**src/rtl/reaction_pkg.sv**
```systemverilog
// Shared types and constants for the reaction-timer sequencing controller:
// FSM state encoding, display message codes and the LFSR seed/taps.
package reaction_pkg;

  typedef enum logic [2:0] {
    IDLE,
    WAIT,
    RUN,
    DONE,
    CHEAT,
    TIMEOUT
  } state_t;

  typedef enum logic [1:0] {
    MSG_NONE    = 2'd0,
    MSG_CHEAT   = 2'd1,
    MSG_TIMEOUT = 2'd2,
    MSG_VALID   = 2'd3
  } msg_t;

  // Right-shifting Fibonacci LFSR; taps 16,14,13,11 map to bits 0,2,3,5.
  localparam logic [15:0] LFSR_SEED = 16'hACE1;
  localparam logic [15:0] LFSR_TAPS = 16'h002D;

  localparam logic [3:0] BCD_NINE = 4'd9;

  function automatic logic [15:0] lfsr_next(input logic [15:0] cur);
    return {^(cur & LFSR_TAPS), cur[15:1]};
  endfunction

  // Result states: the game is over and only clear leaves them.
  function automatic logic is_final(input state_t s);
    return (s == DONE) || (s == CHEAT) || (s == TIMEOUT);
  endfunction

endpackage

```
**src/rtl/bcd3_counter.sv**
```systemverilog
// Three-digit BCD up-counter with ripple carry units -> tens -> hundreds.
// 'terminal' flags the count one below the reaction limit so the caller
// can stop before the limit value is ever displayed.
module bcd3_counter
  import reaction_pkg::*;
#(
  parameter int unsigned TERMINAL = 999
) (
  input  logic       clk,
  input  logic       reset_n,
  input  logic       clr,
  input  logic       inc,
  output logic [3:0] d2,
  output logic [3:0] d1,
  output logic [3:0] d0,
  output logic       terminal
);

  localparam logic [11:0] TERM_BCD = {4'((TERMINAL / 100) % 10),
                                      4'((TERMINAL / 10) % 10),
                                      4'(TERMINAL % 10)};

  logic [3:0] d2_q, d1_q, d0_q;
  logic [3:0] d2_d, d1_d, d0_d;

  // Next count: clear wins over increment; each digit wraps 9 -> 0 and carries.
  always_comb begin
    d2_d = d2_q;
    d1_d = d1_q;
    d0_d = d0_q;
    if (clr) begin
      d2_d = '0;
      d1_d = '0;
      d0_d = '0;
    end else if (inc) begin
      if (d0_q == BCD_NINE) begin
        d0_d = '0;
        if (d1_q == BCD_NINE) begin
          d1_d = '0;
          d2_d = (d2_q == BCD_NINE) ? 4'd0 : d2_q + 4'd1;
        end else begin
          d1_d = d1_q + 4'd1;
        end
      end else begin
        d0_d = d0_q + 4'd1;
      end
    end
  end

  // Digit registers with synchronous active-low reset.
  always_ff @(posedge clk) begin
    if (!reset_n) begin
      d2_q <= '0;
      d1_q <= '0;
      d0_q <= '0;
    end else begin
      d2_q <= d2_d;
      d1_q <= d1_d;
      d0_q <= d0_d;
    end
  end

  assign d2       = d2_q;
  assign d1       = d1_q;
  assign d0       = d0_q;
  assign terminal = ({d2_q, d1_q, d0_q} == TERM_BCD);

endmodule

```
**src/rtl/reaction_seq_ctrl.sv**
```systemverilog
// Reaction-timer sequencing controller: button edge detect, pseudo-random
// wait, stimulus LED, millisecond BCD reaction count, cheat/timeout flags.
// Optional build macro BEST_TIME_EN adds a best-result register with
// best_d2/best_d1/best_d0 and a one-cycle new_best pulse.
module reaction_seq_ctrl
  import reaction_pkg::*;
#(
  parameter int unsigned TICK_DIV     = 50000,
  parameter int unsigned DELAY_MIN_MS = 2000,
  parameter int unsigned DELAY_BITS   = 11,
  parameter int unsigned TIMEOUT_MS   = 1000
) (
  input  logic       clk,
  input  logic       reset_n,
  input  logic       start,
  input  logic       stop,
  input  logic       clr,
  output logic       led,
  output logic [3:0] d2,
  output logic [3:0] d1,
  output logic [3:0] d0,
  output logic [1:0] msg,
  output logic       busy,
  output logic       done_tick
`ifdef BEST_TIME_EN
  ,
  output logic [3:0] best_d2,
  output logic [3:0] best_d1,
  output logic [3:0] best_d0,
  output logic       new_best
`endif
);

  localparam int unsigned PW = (TICK_DIV > 1) ? $clog2(TICK_DIV) : 1;
  localparam int unsigned DW = $clog2(DELAY_MIN_MS + (1 << DELAY_BITS));

  state_t        state_q, state_d;
  logic          start_q, stop_q, clr_q;
  logic [15:0]   lfsr_q, lfsr_d;
  logic [PW-1:0] presc_q, presc_d;
  logic [DW-1:0] delay_q, delay_d;
  logic          done_tick_q, done_tick_d;

  logic          start_rise, stop_rise, clr_rise, ms_tick;
  logic          cnt_clr, cnt_inc, cnt_term;
  logic [3:0]    cnt_h, cnt_t, cnt_u;
  msg_t          msg_code;

  assign start_rise = start & ~start_q;
  assign stop_rise  = stop & ~stop_q;
  assign clr_rise   = clr & ~clr_q;
  assign ms_tick    = (presc_q == PW'(TICK_DIV - 1));
  assign lfsr_d     = lfsr_next(lfsr_q);

  bcd3_counter #(
    .TERMINAL (TIMEOUT_MS - 1)
  ) u_count (
    .clk      (clk),
    .reset_n  (reset_n),
    .clr      (cnt_clr),
    .inc      (cnt_inc),
    .d2       (cnt_h),
    .d1       (cnt_t),
    .d0       (cnt_u),
    .terminal (cnt_term)
  );

  // Next-state logic: clear beats everything, then button rises, then ms timers.
  always_comb begin
    state_d = state_q;
    delay_d = delay_q;
    presc_d = ms_tick ? '0 : presc_q + PW'(1);
    cnt_clr = 1'b0;
    cnt_inc = 1'b0;
    if (clr_rise) begin
      state_d = IDLE;
      cnt_clr = 1'b1;
    end else begin
      case (state_q)
        IDLE: begin
          if (start_rise) begin
            delay_d = DW'(DELAY_MIN_MS) + DW'(lfsr_q[DELAY_BITS-1:0]);
            cnt_clr = 1'b1;
            presc_d = '0;
            state_d = WAIT;
          end
        end
        WAIT: begin
          if (stop_rise) begin
            state_d = CHEAT;
          end else if (ms_tick) begin
            if (delay_q == '0) begin
              presc_d = '0;
              state_d = RUN;
            end else begin
              delay_d = delay_q - DW'(1);
            end
          end
        end
        RUN: begin
          // A stop on the same cycle as the limit tick is still a valid result.
          if (stop_rise) begin
            state_d = DONE;
          end else if (ms_tick) begin
            if (cnt_term) begin
              state_d = TIMEOUT;
            end else begin
              cnt_inc = 1'b1;
            end
          end
        end
        default: ;
      endcase
    end
    done_tick_d = is_final(state_d) && !is_final(state_q);
  end

  // Control registers with synchronous active-low reset.
  always_ff @(posedge clk) begin
    if (!reset_n) begin
      state_q     <= IDLE;
      start_q     <= 1'b0;
      stop_q      <= 1'b0;
      clr_q       <= 1'b0;
      lfsr_q      <= LFSR_SEED;
      presc_q     <= '0;
      delay_q     <= '0;
      done_tick_q <= 1'b0;
    end else begin
      state_q     <= state_d;
      start_q     <= start;
      stop_q      <= stop;
      clr_q       <= clr;
      lfsr_q      <= lfsr_d;
      presc_q     <= presc_d;
      delay_q     <= delay_d;
      done_tick_q <= done_tick_d;
    end
  end

  // Message code follows the current result state.
  always_comb begin
    msg_code = MSG_NONE;
    case (state_q)
      DONE:    msg_code = MSG_VALID;
      CHEAT:   msg_code = MSG_CHEAT;
      TIMEOUT: msg_code = MSG_TIMEOUT;
      default: msg_code = MSG_NONE;
    endcase
  end

  assign led       = (state_q == RUN);
  assign busy      = (state_q == WAIT) || (state_q == RUN);
  assign msg       = msg_code;
  assign done_tick = done_tick_q;
  assign d2        = (state_q == TIMEOUT) ? BCD_NINE : cnt_h;
  assign d1        = (state_q == TIMEOUT) ? BCD_NINE : cnt_t;
  assign d0        = (state_q == TIMEOUT) ? BCD_NINE : cnt_u;

`ifdef BEST_TIME_EN
  logic [11:0] best_q, best_d;
  logic        new_best_q, new_best_d;

  // Packed BCD compares numerically, so a plain '<' is the lexicographic test.
  always_comb begin
    best_d     = best_q;
    new_best_d = 1'b0;
    if ((state_q == RUN) && (state_d == DONE) && ({cnt_h, cnt_t, cnt_u} < best_q)) begin
      best_d     = {cnt_h, cnt_t, cnt_u};
      new_best_d = 1'b1;
    end
  end

  // Best result survives clear; only reset restores 999.
  always_ff @(posedge clk) begin
    if (!reset_n) begin
      best_q     <= {BCD_NINE, BCD_NINE, BCD_NINE};
      new_best_q <= 1'b0;
    end else begin
      best_q     <= best_d;
      new_best_q <= new_best_d;
    end
  end

  assign best_d2  = best_q[11:8];
  assign best_d1  = best_q[7:4];
  assign best_d0  = best_q[3:0];
  assign new_best = new_best_q;
`endif

endmodule
```
**config.mk**
```make
export PLATFORM = sky130hd
export DESIGN_NAME = reaction_seq_ctrl
export DESIGN_NICKNAME = d
export VERILOG_FILES = /design/src/rtl/reaction_pkg.sv /design/src/rtl/bcd3_counter.sv /design/src/rtl/reaction_seq_ctrl.sv
export SDC_FILE = /design/constraint.sdc
export NUM_CORES = 1
export LEC_CHECK = 0
export CORE_UTILIZATION = 53
export DETAILED_ROUTE_END_ITERATION = 12
export PLACE_DENSITY = 0.73
export SLEW_MARGIN = 5
export SYNTH_ARGS = -nofsm -noshare
export SYNTH_HDL_FRONTEND = slang
export SYNTH_SLANG_ARGS = --single-unit
```
**constraint.sdc**
```tcl
create_clock -name clk -period 2.1 [get_ports clk]
set_input_delay 0.42 -clock clk [delete_from_list [all_inputs] [get_ports clk]]
set_output_delay 0.42 -clock clk [all_outputs]
set_load 0.005 [all_outputs]
```
==> key figures <==
Layout
  • Layout cells sized above 1: 19.4%
  • Diode count: 0
  • Fillers: 469
  • Area of the multi-input gates: 1840 µm²
  • Nets: 430
  • Area grow syn2layout: 24.2%
  • Register area: 1270 µm²

Outcome
  • Outcome: completed

STA
  • Worst Max-Slew Pin Slew: between 500 and 600 ps
  • F_max: 0.482 GHz
  • Setup-failing EPs final: 0
  • Unrepaired setup endpoints after global routing: yes
  • Slew HR: between 60% and 70%
  • Setup Skew: around 8 ps
  • Post-route setup slack: 26.6 ps
  • Crit share post-route: 98.7%
  • Final Hold Fails: 0
  • Post-layout minimum cycle time: 2070 ps
  • Final Max Tran Viols: 0

Synth
  • Yosys warning count: 0
  • Synth top area share: 40.1%
  • Commonest cells in the netlist: dfxtp_1, nor2_1, nand2_1
  • Yosys cell types: slightly above 50
  • Yosys top cell by area: dfxtp_1
  • Ys async rst share: 0%
  • Register area share after synthesis: roughly two fifths
  • Syn_nets: approximately 380
  • Largest cells by area after synthesis: dfxtp_1, and2_1, nor2_1
  • Post-synth top flop: dfxtp_1
  • Number of synthesized flops with an enable pin: 0
  • Synth Instances: roughly 370
  • Post-Syn Area per Cell: approximately 8.4 µm²
  • Synthesized flop and latch total: 63
  • Cell Area, Synth: 3150 µm²
  • Count leader, synth: dfxtp_1

Floorplan
  • Initial core utilization: ~56%
  • FP Rows: 27
  • Chip width: 79.0 µm
  • Core area: 5610 µm²
  • Die Y: between 70 and 80 µm
  • Die ar.: 6250 µm²
  • IO Pins: 22

GRT
  • GRT Total Usage: approximately a quarter
  • First-pass GRT wire length: 11600 µm
  • Gr ovfl total: 0
  • Vias in the first global route: 2556
  • Largest net degree at the start of global routing: 25
  • Initial antenna violation count: 0

Clock network
  • Maximum clock path buffer count: 2
  • Root Driver: clkbuf_8
  • Inserted Clock Buffers: 9
  • Skew-Pair Late Insertion Delay: around 350 ps
  • CTS tree: yes
  • CTS H-Tree Depth: 3
  • Clk sinks: 63
  • Clk pin slew, worst setup/hold paths: 70 ps

Critical path
  • Kind of critical path: flop to primary output
  • Setup crit start kind: flop
  • End of the critical path: d1[1]
  • Flop-to-flop setup slack: 130 ps
  • Worst Reg-to-Reg Cells: 8
  • Worst setup EP type: primary output
  • WP data required: 1680 ps
  • CP Max Fanout: 8
  • Crit path from: state_q[0]$_SDFF_PN0_
  • Worst r2r src: presc_q[0]$_SDFF_PN0_
  • Worst Path Arrival: about 1700 ps
  • Worst R2R End: delay_q[9]$_SDFFE_PN0P_

Detailed routing
  • Via count: between 2000 and 3000
  • 1st-iter DRT viols: 92
  • # DRC: 0
  • Number of nets with antenna violations after routing: 0
  • Final WL: a little under 7000 µm
  • DR WL/cell: 13.5 µm
  • Number of vias per cell: ~5.5
  • TritonRoute pass-1 iters: 4

Power and ir drop
  • LEAKAGE: 1.63 nW
  • Pwr Density: approximately 680 nW/µm²
  • Peak supply drop: 0.500 mV
  • PnR Total Power: 0.00264 W

Placed design
  • Setup WS pre-CTS: -78.4 ps
  • Post-DP HPWL: 4610 µm
  • I/O Buffers: 21
  • GP Congestion: 0.766

Hold path
  • Worst hold path type: flop to flop

Job
  • Max-cap viol count: 0
stage by stage:
step           area [µm²]  setup TNS, ps  util (%)  hold WS (ps)  instances
6_report             3910              0      69.7           411        499
5_1_grt              3910           -144      69.7           431        499
4_1_cts              3840              0      68.5           422        499
3_5_place_dp         3590           -186      64.1           405        479
3_3_place_gp         3590           -102      64.1           390        479
2_1_floorplan        3150              0         -           386        374
per-layer routing:
metal | wire, µm | track usage, % | share of wire [%]
met5 | 0 | 0 | 0
met4 | 99 | 9.82 | 1.5
met3 | 241 | 6.09 | 3.6
met2 | 3070 | 37.8 | 46
met1 | 3330 | 30.9 | 49
sequential cells by signal, summed over array words and instances, names as in the netlist:
| name | count |
|---|---|
| lfsr_q | 16 |
| clr_q | 1 |
| start_q | 1 |
| presc_q | 16 |
| state_q | 3 |
| u_count.d1 | 4 |
| u_count.d0 | 4 |
| stop_q | 1 |
| done_tick | 1 |
| u_count.d2 | 4 |
| delay_q | 12 |
critical path, stage by stage (launching register included):
cell and delay [ps]:
dfxtp_4 360, buf_6 120, nand3_2 100, buf_6 140, and2_1 140, clkdlybuf4s50_1 430
final cells by class:
| type | count | share of cell area [%] |
|---|---|---|
| clock buffers | 10 | 3.52 |
| clock inverters | 6 | 1.54 |
| inverters | 7 | 0.673 |
| multi-input cells | 287 | 47.1 |
| flip-flops and latches | 63 | 32.6 |
| well taps | 72 | 2.31 |
| repair buffers | 54 | 12.3 |
kinds of logic (layout without fill, tap and decap cells):
logic type / Yosys count / after routing / synth area share (%)
compound gates: 65 / 65 / 13.1
xor+xnor: 27 / 27 / 7.52
flops: 63 / 63 / 40.1
buf+inv: 24 / 77 / 3.10
fa+ha+maj: 3 / 3 / 1.19
mux: 2 / 2 / 0.676
simple gates: 190 / 190 / 34.3
worst min-delay path by stage:
stage / start / endpoint / cells after the start
2_1_floorplan: lfsr_q[11]$_SDFF_PN1_ / lfsr_q[10]$_SDFF_PN1_ / 1
4_1_cts: lfsr_q[12]$_SDFF_PN0_ / lfsr_q[11]$_SDFF_PN1_ / 1
6_report: presc_q[0]$_SDFF_PN0_ / presc_q[0]$_SDFF_PN0_ / 1
3_3_place_gp: lfsr_q[11]$_SDFF_PN1_ / lfsr_q[10]$_SDFF_PN1_ / 1
3_5_place_dp: lfsr_q[12]$_SDFF_PN0_ / lfsr_q[11]$_SDFF_PN1_ / 1
5_1_grt: presc_q[0]$_SDFF_PN0_ / presc_q[0]$_SDFF_PN0_ / 1
layout by cell type, fill, tap and decap left out, types with 4 or more instances in the layout:
cell type,instances
or3_1,4
xnor2_1,15
buf_6,4
dfxtp_1,59
and3_1,10
buf_4,29
a21boi_0,4
inv_1,5
o211ai_1,5
clkbuf_8,10
clkdlybuf4s50_1,12
o21ai_0,19
a21oi_1,17
nand2_1,34
nor3_1,9
xor2_1,12
dlygate4sd2_1,4
dlymetal6s2s_1,5
nand2b_1,18
and2_1,23
nand3_1,15
nor2b_1,6
nor2_1,38
and4bb_2,4
power by group:
| part | total (W) | switching, W | internal [W] |
|---|---|---|---|
| sequential | 0.00127 | 0.0000346 | 0.00124 |
| clock | 0.00105 | 0.000477 | 0.000573 |
| combinational | 0.000319 | 0.000168 | 0.000150 |
| total | 0.00264 | 0.000680 | 0.00196 |
timing repair:
action	in CTS	in global routing
buffers inserted	3	0
hold buffers	0	0
pin swaps	0	2
hold endpoints to repair	0	0
gates cloned	1	0
resized for setup	18	21
setup endpoints to repair	17	27
No activity file was read; power rests on OpenSTA's default activity.
